## src/rtl/final_exam_pkg.sv

```systemverilog
// Shared types and constants for the final_exam signature stage.
package final_exam_pkg;

  localparam int unsigned SIG_W = 16;
  localparam int unsigned OBS_W = 8;

  localparam logic [SIG_W-1:0] DEFAULT_POLY = 16'h1021;

  typedef enum logic [1:0] {
    IDLE = 2'd0,
    ARM  = 2'd1,
    RUN  = 2'd2,
    DONE = 2'd3
  } state_t;

  // One MISR step: shift left, fold the polynomial on carry-out, inject the sample.
  function automatic logic [SIG_W-1:0] misr_next(
    input logic [SIG_W-1:0] sig,
    input logic [SIG_W-1:0] poly,
    input logic [OBS_W-1:0] din
  );
    logic [SIG_W-1:0] w_fb;
    w_fb = sig[SIG_W-1] ? poly : '0;
    return {sig[SIG_W-2:0], 1'b0} ^ w_fb ^ {{(SIG_W-OBS_W){1'b0}}, din};
  endfunction

endpackage

```

## src/rtl/misr16.sv

```systemverilog
// 16-bit multiple-input signature register; load has priority over the shift enable.
module misr16
  import final_exam_pkg::*;
#(
  parameter logic [SIG_W-1:0] POLY = DEFAULT_POLY
) (
  input  logic             clk,
  input  logic             reset,
  input  logic             load,
  input  logic [SIG_W-1:0] init,
  input  logic             en,
  input  logic [OBS_W-1:0] din,
  output logic [SIG_W-1:0] q
);

  logic [SIG_W-1:0] r_sig;

  always_ff @(posedge clk or negedge reset) begin
    if (!reset) begin
      r_sig <= '0;
    end else if (load) begin
      r_sig <= init;
    end else if (en) begin
      r_sig <= misr_next(r_sig, POLY, din);
    end
  end

  assign q = r_sig;

endmodule

```

## src/rtl/signature_compactor.sv

```systemverilog
// Compacts seed-scrambled observation words into a MISR signature over a
// fixed window after a warm-up skip, then reports pass/fail against a golden value.
module signature_compactor
  import final_exam_pkg::*;
#(
  parameter int unsigned      WINDOW = 255,
  parameter int unsigned      SKIP   = 16,
  parameter logic [SIG_W-1:0] POLY   = DEFAULT_POLY,
  parameter logic [SIG_W-1:0] INIT   = 16'h0000
) (
  input  logic             clk,
  input  logic             reset,
  input  logic             start,
  input  logic             hold,
  input  logic [OBS_W-1:0] seed,
  input  logic [OBS_W-1:0] obs,
  input  logic [SIG_W-1:0] expected,
  output logic             busy,
  output logic             done,
  output logic             pass,
  output logic [SIG_W-1:0] signature,
  output logic [7:0]       sample_count
);

  localparam logic [7:0] LP_WINDOW = 8'(WINDOW);
  localparam logic [7:0] LP_SKIP   = 8'(SKIP);

  state_t           r_state;
  state_t           w_state_nxt;
  logic [7:0]       r_skip_cnt;
  logic [7:0]       w_skip_nxt;
  logic [7:0]       r_sample_cnt;
  logic [7:0]       w_sample_nxt;
  logic [7:0]       w_sample_inc;
  logic             r_busy;
  logic             r_done;
  logic             w_misr_load;
  logic             w_misr_en;
  logic [OBS_W-1:0] w_sample;
  logic [SIG_W-1:0] w_sig;

  assign w_sample     = obs ^ seed;
  assign w_sample_inc = r_sample_cnt + 8'd1;

  always_ff @(posedge clk or negedge reset) begin
    if (!reset) begin
      r_state      <= IDLE;
      r_skip_cnt   <= '0;
      r_sample_cnt <= '0;
      r_busy       <= 1'b0;
      r_done       <= 1'b0;
    end else begin
      r_state      <= w_state_nxt;
      r_skip_cnt   <= w_skip_nxt;
      r_sample_cnt <= w_sample_nxt;
      r_busy       <= (w_state_nxt == ARM) || (w_state_nxt == RUN);
      r_done       <= (w_state_nxt == DONE);
    end
  end

  // start overrides everything, including the sample that would finish the window.
  always_comb begin
    w_state_nxt  = r_state;
    w_skip_nxt   = r_skip_cnt;
    w_sample_nxt = r_sample_cnt;
    w_misr_load  = 1'b0;
    w_misr_en    = 1'b0;
    if (start) begin
      w_state_nxt  = ARM;
      w_skip_nxt   = '0;
      w_sample_nxt = '0;
      w_misr_load  = 1'b1;
    end else begin
      unique case (r_state)
        ARM: begin
          if (!hold) begin
            if (r_skip_cnt == LP_SKIP) begin
              w_state_nxt = RUN;
            end else begin
              w_skip_nxt = r_skip_cnt + 8'd1;
            end
          end
        end
        RUN: begin
          if (!hold) begin
            w_misr_en    = 1'b1;
            w_sample_nxt = w_sample_inc;
            if (w_sample_inc == LP_WINDOW) begin
              w_state_nxt = DONE;
            end
          end
        end
        default: ;
      endcase
    end
  end

  misr16 #(
    .POLY(POLY)
  ) u_misr (
    .clk  (clk),
    .reset(reset),
    .load (w_misr_load),
    .init (INIT),
    .en   (w_misr_en),
    .din  (w_sample),
    .q    (w_sig)
  );

  assign busy         = r_busy;
  assign done         = r_done;
  assign pass         = r_done && (w_sig == expected);
  assign signature    = w_sig;
  assign sample_count = r_sample_cnt;

endmodule

```

## config.mk

```make
export PLATFORM = sky130hd
export DESIGN_NAME = signature_compactor
export DESIGN_NICKNAME = d
export VERILOG_FILES = /design/src/rtl/final_exam_pkg.sv /design/src/rtl/misr16.sv /design/src/rtl/signature_compactor.sv
export SDC_FILE = /design/constraint.sdc
export NUM_CORES = 1
export LEC_CHECK = 0
export CORE_UTILIZATION = 55
export CTS_CLUSTER_SIZE = 40
export DETAILED_ROUTE_END_ITERATION = 12
export DONT_BUFFER_PORTS = 1
export GPL_TIMING_DRIVEN = 0
export PLACE_DENSITY = 0.75
export SYNTH_ARGS = -nofsm -noshare
export SYNTH_HDL_FRONTEND = slang
export SYNTH_SLANG_ARGS = --single-unit
```

## constraint.sdc

```tcl
create_clock -name clk -period 1.6 [get_ports clk]
set_input_delay 0.24 -clock clk [delete_from_list [all_inputs] [get_ports clk]]
set_output_delay 0.24 -clock clk [all_outputs]
set_load 0.03 [all_outputs]
```

==> results of run 1 <==
-- state kept, by name, indices dropped and copies added (netlist names) --
| name | flops |
|---|---|
| u_misr.q | 16 |
| done | 1 |
| busy | 1 |
| sample_count | 8 |
| r_skip_cnt | 8 |
| r_state | 2 |
-- power by group --
| part | internal [W] | leakage (nW) | switching [W] |
|---|---|---|---|
| Combinational | 0.000117 | 0.500 | 0.000115 |
| Clock | 0.000780 | 0.0784 | 0.000337 |
| Sequential | 0.000920 | 0.472 | 0.0000124 |
| Total | 0.00182 | 1.05 | 0.000464 |
-- stage by stage --
step / util, % / cell area (µm²) / hold slack, ns / instances
2_1_floorplan: - / 2180 / -0.0556 / 225
3_3_place_gp: 61.2 / 2240 / -0.0547 / 273
3_5_place_dp: 61.2 / 2240 / -0.0548 / 273
4_1_cts: 69.4 / 2540 / 0.152 / 289
5_1_grt: 72.8 / 2670 / 0.171 / 296
6_report: 72.8 / 2670 / 0.151 / 296
-- cells in the final DEF (no fill, tap or decap), types with 3 or more instances in the layout --
cell	count
dfrtp_1	24
xnor2_1	32
nor2_1	23
ha_4	4
inv_1	4
bufinv_16	3
a211oi_1	3
a21oi_1	17
dfrtp_2	12
xnor2_2	3
buf_4	12
clkbuf_8	5
clkbuf_1	4
nand4_1	10
ha_1	3
inv_2	4
xor2_1	11
buf_6	3
nand2_1	34
-- layer usage --
layer	part of all wire, %	track usage (%)	vias to the layer above	wire length, µm
li1	-	-	792	-
met1	42	29.0	810	1980
met2	52	38.6	51	2400
met3	4.9	5.54	6	228
met4	1.0	7.10	0	48
met5	0	0	-	0
-- area by class of cell --
class                      instances  area, µm²
multi-input combinational        170       1290
fill                             275        996
sequential                        36        916
timing repair buffer              15        131
clock inverter                     3       90.1
buffer                            11       75.1
clock buffer                       5       68.8
tap                               48       60.1
inverter                           8       30.0
-- path summary, 6_finish.rpt --
kind	start	end	slack (ns)	cells after the start
max in group asynchronous	reset	u_misr.q[4]$_DFFE_PN0P_	0.98	2
setup / recovery	u_misr.q[4]$_DFFE_PN0P_	pass	-0.49	4
min in group asynchronous	reset	u_misr.q[11]$_DFFE_PN0P_	0.41	2
hold reg to reg	r_skip_cnt[7]$_DFFE_PN0P_	r_skip_cnt[7]$_DFFE_PN0P_	0.62	2
hold / removal	seed[7]	u_misr.q[7]$_DFFE_PN0P_	0.15	3
setup reg to reg	r_state[0]$_DFF_PN0_	busy$_DFF_PN0_	-0.29	8
-- logic make-up (layout without fill, tap and decap cells) --
family                   count (synthesis)  after routing  synth area share, %
AND/OR/NAND/NOR                         84             84                 19.3
XOR/XNOR                                47             47                 19.5
flip-flops                              36             36                 42.7
AO/OA/AOI/OAI                           29             29                 9.18
buffers and inverters                   19             42                 3.67
adder cells (fa/ha/maj)                  8              8                 4.74
multiplexers                             2              2                 1.01
-- timing repair --
action	in CTS	in global routing
buffers inserted	6	7
hold buffers	2	0
resized for setup	19	17
endpoints found under the setup margin	26	15
hold endpoints to repair	36	0
cloned	0	0
pin swaps	11	8
-- worst register-to-register path, cell delays in order, from the launching register on --
cell and delay (ns):
dfrtp_1 0.40, inv_2 0.10, ha_4 0.16, nand2b_4 0.06, buf_6 0.12, nor3b_2 0.18, o2111ai_2 0.14, o31ai_2 0.29
ha_2 0.34
==> results.yml, run 1 <==
clock_tree:
  h-tree-depth: 2
  clk_path_buf_depth: 2
  cts_tree: "done"
  clk_pin_slew_ns: 0.08
  insertion_delay_ns: 0.29
  numCtsBuffers: 5
  cts.sink_count: 36
  cts-root-buf: "clkbuf_8"
detailed_routing:
  vias: 1659
  ant_nets: 0
  dr.pass1.iters: 4
  drc: 0
  avgViaCountPerCell: 5.60
  route.detailed.wl_per_inst_um: 15.7
  totalWireLength_um: 4660
  first_iter_violations: 90
job:
  maxCapViolations: 0
grt:
  antenna_found_initial: 0
  track_usage_pct: 23.0
  grt_pass1_wl_um: 7140
  grt_pass1_vias: 1525
  grt_overflow_total: 0
  grt_max_degree: 37
timing:
  setup_viol: 6
  post-route-period-util_pct: 131
  tightestPinTransition_ns: 0.541
  hold_viol_final: 0
  finalSetupTns_ns: -1.10
  setup_slack_ns: -0.491
  max_slew_margin_pct: 63.9
  slew_viol_final: 0
  finalCriticalPeriod_ns: 2.09
  final.setup_skew_ns: 0.0138
  rsz0062_at_grt: "yes"
  timing.fmax_mhz: 478
worst_setup_path:
  slowest_delay_ns: 0.50
  required_ns: 1.36
  crit_path_start_kind: "flop"
  worstPathBufferInverterCount: 0
  cpMaxStageDelayCell: "dfrtp_2"
  end_kind: "output pin"
  crit_path_cell_trace: "xor2_1 > nor4_2 > nand4_1 > nor4_4"
  cp_top_family: "simple AND/OR/NAND/NOR gates"
  cp_max_fo: 4
  arrival_ns: 1.85
  worstSetupPathType: "reg2out"
final_layout:
  antenna_cells: 0
  drive_gt1_share_pct: 28.6
  nNetsFinal: 291
  area_growth_pct: 26.2
hold_path:
  hp-class: "in2reg"
place:
  dpl_worst_slack_ns: -0.359
  routabilityCongestion: 0.810
  portBuffers: 0
  hpwl_um: 3130
synthesis:
  synthTopCellsByCount: "dfrtp_1, xnor2_1, nand2_1"
  synth.avg_cell_area_um2: 9.39
  synth_top_cell_by_area: "dfrtp_1"
  yosysMostFrequentCell: "dfrtp_1"
  synth_edf_count: 0
  async_reset_ff_share_pct: 100
  netlist_area_um2: 2110
  seq_area_frac_synth_pct: 42.7
  syn_inst: 225
  synth.area.top_cells: "dfrtp_1, xnor2_1, nand2_1"
  synth.distinct_cells: 35
  yosysWarnings: 0
  synth-main-ff-cell: "dfrtp_1"
  netlist.area_leader.share_pct: 42.7
  syn_nets: 269
  ys_ff_latch: 36
status:
  status: "finished with violations"
  violations: "negative setup slack"
power:
  p_leak_nw: 1.05
  peakVddDrop_mv: 0.837
  power.density_nw_per_um2: 856
  power_w: 0.00228
floorplan:
  die_y_um: 64.0
  std_cell_rows: 22
  ios: 63
  fp.dieW_um: 64.0
  dieArea_um2: 4090
  core_area_um2: 3660
  initial_core_util_pct: 57.7
No activity file was read; power rests on OpenSTA's default activity.
==> run 2: changes to the inputs <==
--- a/config.mk
+++ b/config.mk
@@ -6,6 +6,7 @@
 export NUM_CORES = 1
 export LEC_CHECK = 0
 export CORE_UTILIZATION = 55
+export CTS_CLUSTER_DIAMETER = 120
 export CTS_CLUSTER_SIZE = 40
 export DETAILED_ROUTE_END_ITERATION = 12
 export DONT_BUFFER_PORTS = 1
==> results of run 2 <==
No change in the layout: final DEF, timing and power equal those of run 1.
==> run 3: changes to the inputs <==
--- a/config.mk
+++ b/config.mk
@@ -10,7 +10,6 @@
 export CTS_CLUSTER_SIZE = 40
 export DETAILED_ROUTE_END_ITERATION = 12
 export DONT_BUFFER_PORTS = 1
-export GPL_TIMING_DRIVEN = 0
 export PLACE_DENSITY = 0.75
 export SYNTH_ARGS = -nofsm -noshare
 export SYNTH_HDL_FRONTEND = slang
==> results.yml, run 3 (synthesis gave the netlist of run 1 again) <==
timing:
  finalCriticalPeriod_ns: 1.96
  setup_viol: 7
  final.setup_skew_ns: 0.00700
  slew_viol_final: 0
  post-route-period-util_pct: 123
  max_slew_margin_pct: 39.1
  tightestPinTransition_ns: 0.911
  timing.fmax_mhz: 509
  rsz0062_at_grt: "yes"
  setup_slack_ns: -0.363
  hold_viol_final: 0
final_layout:
  nNetsFinal: 328
  final_common_cell: "buf_4"
  antenna_cells: 0
  largest_register_ffs: 16
  area_growth_pct: 39.2
  final_cell_mix: "buf_4, nand2_1, xnor2_1"
  drive_gt1_share_pct: 35.1
worst_setup_path:
  crit_path_start_kind: "flop"
  crit_path_cell_trace: "xor2_1 > nor4_2 > nand4_1 > nor4_4 > buf_6"
  rr_worst_depth: 7
  cpMaxStageDelayCell: "dfrtp_2"
  worstPathBufferInverterCount: 1
  required_ns: 1.36
  timing.rr.start: "r_skip_cnt[1]$_DFFE_PN0P_"
  arrival_ns: 1.72
  timing.rr.end: "busy$_DFF_PN0_"
  cp_top_family: "simple AND/OR/NAND/NOR gates"
  worstSetupPathType: "reg2out"
  cp_max_fo: 2
  slowest_delay_ns: 0.41
  r2r_slack_ns: -0.19
  end_kind: "output pin"
grt:
  antenna_found_initial: 0
  grt_pass1_vias: 1872
  track_usage_pct: 27.4
  grt_max_degree: 37
  grt_overflow_total: 0
  grt_pass1_wl_um: 8470
place:
  dpl_worst_slack_ns: -0.265
  hpwl_um: 3490
  portBuffers: 0
  routabilityCongestion: 0.852
detailed_routing:
  wl_met2_um: 2820
  route.detailed.wl_per_inst_um: 16.0
  m1WireLength_um: 2140
  first_iter_violations: 142
  wl_met3_um: 286
  vias: 1805
  totalWireLength_um: 5320
  avgViaCountPerCell: 5.42
  dr.pass1.iters: 4
  drc: 0
  highest_layer: "met4"
  ant_nets: 0
floorplan:
  die_y_um: 64.0
  fp.dieW_um: 64.0
  dieArea_um2: 4090
  initial_core_util_pct: 57.7
  std_cell_rows: 22
  ios: 63
  core_area_um2: 3660
clock_tree:
  clk_path_buf_depth: 2
  numCtsBuffers: 5
  insertion_delay_ns: 0.29
  cts-root-buf: "clkbuf_8"
  cts_tree: "done"
  clk_pin_slew_ns: 0.07
  cts.sink_count: 36
  h-tree-depth: 2
power:
  power_w: 0.00197
  p_leak_nw: 1.26
  power.density_nw_per_um2: 669
  peakVddDrop_mv: 0.521
status:
  violations: "negative setup slack"
  status: "finished with violations"
hold_path:
  hp-class: "in2reg"
  holdPathStages: 1
  min-delay-start: "start"
  min_delay_worst_endpoint: "sample_count[4]$_DFFE_PN0P_"
job:
  maxCapViolations: 0
## run 3: changes by cell type in the layout (fill, tap and decap cells not counted), sizes merged
| cell | previous run | this run |
|---|---|---|
| buf | 19 | 58 |
| clkbuf | 11 | 7 |
| dlygate4sd3 | 1 | 4 |
| bufinv | 3 | 1 |
| clkinv | 0 | 1 |
## run 3: layer usage
metal  global-route usage (%)  vias to the layer above
met1                     31.7                      875
li1                         -                      864
met2                     50.0                       58
met3                     7.32                        8
met5                        0                        -
met4                     5.97                        0
## run 3: worst max path at each step
| stage | start | end | cells past startpoint | slack [ns] |
|---|---|---|---|---|
| after floorplan | r_skip_cnt[0]$_DFFE_PN0P_ | busy$_DFF_PN0_ | 7 | -0.13 |
| after global placement | r_state[0]$_DFF_PN0_ | busy$_DFF_PN0_ | 6 | -0.12 |
| after CTS | u_misr.q[3]$_DFFE_PN0P_ | pass | 5 | -0.34 |
| after detailed placement | r_state[0]$_DFF_PN0_ | busy$_DFF_PN0_ | 6 | -0.26 |
| after global routing | u_misr.q[3]$_DFFE_PN0P_ | pass | 5 | -0.45 |
| final | u_misr.q[3]$_DFFE_PN0P_ | pass | 5 | -0.36 |
## run 3: worst reg2reg max path, cell delays in order, from the launching register on
cell and delay, ns:
dfrtp_1 0.38, inv_1 0.06, ha_2 0.16, nor4b_4 0.20, nand4b_1 0.18, a311oi_2 0.29
o31ai_2 0.14, ha_2 0.33
## run 3: where the power goes
group          leakage (nW)  switching, W  total [W]  internal [W]
Combinational         0.725      0.000113   0.000237      0.000125
Clock                0.0552      0.000334   0.000796      0.000462
Sequential            0.482     0.0000109   0.000932      0.000921
## run 3: area by class of cell
type,count,area [µm²]
Clock buffer,6,72.6
Multi-Input combinational cell,170,1280
Inverter,8,32.5
Timing Repair Buffer,63,552
Sequential cell,36,908
Clock inverter,2,35.0
Fill cell,239,722
Tap cell,48,60.1
## run 3: through the flow
step | area [µm²] | util [%] | hold WS [ns] | cells | TNS (ns)
4_1_cts | 2780 | 75.8 | 0.00139 | 326 | -0.797
3_3_place_gp | 2560 | 69.9 | -0.0547 | 311 | -0.352
2_1_floorplan | 2180 | - | -0.0556 | 225 | -0.356
3_5_place_dp | 2560 | 69.9 | -0.0547 | 311 | -0.712
6_report | 2940 | 80.3 | 0.00420 | 333 | -0.998
5_1_grt | 2940 | 80.3 | 0.00116 | 333 | -1.84
## run 3: what timing repair did
action                                 in CTS  in global routing
setup endpoints to repair                   7                 15
buffers inserted                            3                  5
gates cloned                                0                  1
pin swaps                                   5                  6
gates resized for setup                     9                 23
hold buffers                                4                  1
endpoints found under the hold margin      57                  1
==> patch, RTL diff (settings of run 3) <==
Register the outputs `pass` and `signature`, with the module's reset; this adds one clock of latency there. The other outputs are not delayed to match.
--- a/src/rtl/signature_compactor.sv
+++ b/src/rtl/signature_compactor.sv
@@ -109,8 +109,15 @@
 
   assign busy         = r_busy;
   assign done         = r_done;
-  assign pass         = r_done && (w_sig == expected);
-  assign signature    = w_sig;
+  always_ff @(posedge clk or negedge reset) begin
+    if (!reset) begin
+      pass      <= '0;
+      signature <= '0;
+    end else begin
+      pass      <= r_done && (w_sig == expected);
+      signature <= w_sig;
+    end
+  end
   assign sample_count = r_sample_cnt;
 
 endmodule
Behaviour: no difference found for any inputs over 10 cycles, from zero or initial values and one cycle with reset low; that may be too few to reach the edited logic, so the function may still have changed.
==> patch against run 3 <==
  * The run still ends with setup timing left
  * Fmax increased by 2.6%
  * Sequential cell count is 17 higher
  * Critical path depth is 2 higher
  * Power up 24%
  * Cell area grew 7.7%
  * Clock skew rose by 0.0025 ns
  * Synthesized area is 21% higher
  * Clock power up 2.6%
  * Setup slack gained 0.049 ns
  * Routed wire length rose by 12%
  * Register-to-register slack lost 0.12 ns
  * Hold slack improved by 0.10 ns
  * Synthesized cell count is 11% higher
  * Sequential share of layout area up 11 points
  * Highest routed layer unchanged
==> patch: results (changes against run 3) <==
Worst Path Arrival: 2.17 ns (+0.45 ns)
Sw Share: 24.8% (+1.5 points)
total power draw: 2.44 mW (+24%)
Peak supply drop: 0.777 mV (+49%)
YS warnings: 0 (unchanged)
layout cells sized above 1: 26.1% (-9.0 points)
# diodes: 0 (unchanged)
Finish-stage setup viols: 3 (-4)
Worst path top cell family by delay: adder cells
PortBufs: 0 (unchanged)
max-slew violations: 0 (unchanged)
slowest library cell on the worst path: dfrtp_1
outcome: complete, but fails checks
GRT met1 Usage: 30.0% (-1.7 points)
final worst setup slack: -0.314 ns (+0.0491 ns)
clk_skew: 0.00953 ns (+0.00253 ns)
CTS H-tree depth: 2 (unchanged)
R2R depth: 7 (unchanged)
non-filler cells, final: 339 (+1.8%)
Root Buffer Master: clkbuf_8
WHS Endpoint: pass
Leak Pwr: 1.35 nW (+7.1%)
grt met3 use: 5.77% (-1.5 points)
gpl congestion: 0.810 (-4.9%)
Placed Instances: 322 (+3.5%)
Total GRT Usage: 23.0% (-4.4 points)
Hold Crit Start: expected[9]
met2 Resource Use GR: 39.0% (-11 points)
Setup TNS Final: -0.773 ns (+0.225 ns)
worst hold path type: in -> reg
failing checks: setup timing
Seq power: 1.36 mW (+46%)
NumNets Final: 330 (+0.61%)
top cells by area, synth: dfrtp_1, xnor2_1, nand2_1
Post-synth top flop: dfrtp_1
Post-Syn Nets: 294 (+9.3%)
DR WL/cell: 17.5 µm (+9.8%)
vias: 1947 (+7.9%)
Slew HR: 77.8% (+39 points)
R2R Path Start: r_state[0]
DR iter-0 viols: 174 (+23%)
gate count after technology mapping: 250 (+11%)
Synth async-reset ratio: 100% (unchanged)
Clk pwr share: 33.4% (-7.1 points)
clock edge transition at the registers on the reported setup and hold paths: 0.10 ns (+0.03 ns)
hold depth: 3 (+2)
detailed placement HPWL: 3.72 mm (+6.4%)
clk_lat worst skew: 0.31 ns (+0.02 ns)
Synth top cells by count: dfrtp_1, nand2_1, xnor2_1, a21oi_1, nor2_1
worst hold slack: 0.109 ns (+0.105 ns)
CP max stage delay: 0.39 ns (-0.02 ns)
synth unique cells: 35 (unchanged)
largest net degree at the start of global routing: 54 (+46%)
sequential cell area fraction in the yosys report: 51.9% (+9.2 points)
global-route wire length before repair: 8.89 mm (+5.1%)
## patch: changes by cell type after synthesis, sizes merged, moves of 5 or more
cell and delta:
a211oi +5, nor2 -6, nand2 +5, dfrtp +17
## patch: cell families (layout without fill, tap and decap cells)
logic type	count (synthesis)	count (layout)	share of synthesized area (%)
and+or+nand+nor	85	85	15.9
AOI/OAI and AO/OA	37	37	9.00
DFF	53	53	51.9
buffers and inverters	19	56	2.79
xor gates and xnor gates	47	47	16.1
adders and majority gates	8	8	3.91
muxes	1	1	0.391
## patch: how the worst max path moves through the flow
| stage | to | slack [ns] | start |
|---|---|---|---|
| after CTS | busy | -0.11 | sample_count[5] |
| after detailed placement | busy | -0.12 | r_state[0] |
| after global routing | busy | -0.36 | r_state[1] |
| after global placement | busy | -0.07 | r_skip_cnt[0] |
| after floorplan | busy | -0.17 | sample_count[5] |
| final | busy | -0.31 | r_state[0] |
## patch: metrics by stage
stage / instance area (µm²) / setup WS, ns
after floorplan: 2600 / -0.167
after detailed placement: 2860 / -0.122
final: 3160 / -0.314
after CTS: 3060 / -0.114
after global routing: 3160 / -0.363
after global placement: 2860 / -0.0676
## patch: repair_timing
item	CTS	global route
hold buffers	3	0
setup buffers	1	4
gates resized for setup	6	12
cloned	0	1
hold endpoints to repair	85	0
pin swaps	0	1
setup endpoints to repair	6	15
## patch: worst min-delay path, cell delays in order
cell,delay (ns)
xnor2_1,0.04
nand4_1,0.06
nor4_1,0.05
## patch: routing by layer
metal,wire (µm),up-vias
met5,0,-
met4,85,0
met3,322,11
met2,3100,62
met1,2440,972
li1,-,902
## patch: final cells by class
cell class,count,area (µm²)
inverter,8,30.0
clock buffer,6,82.6
clock inverter,2,17.5
fill,305,1250
tap,52,65.1
timing repair buffer,40,365
multi-input combinational,178,1270
sequential,53,1340
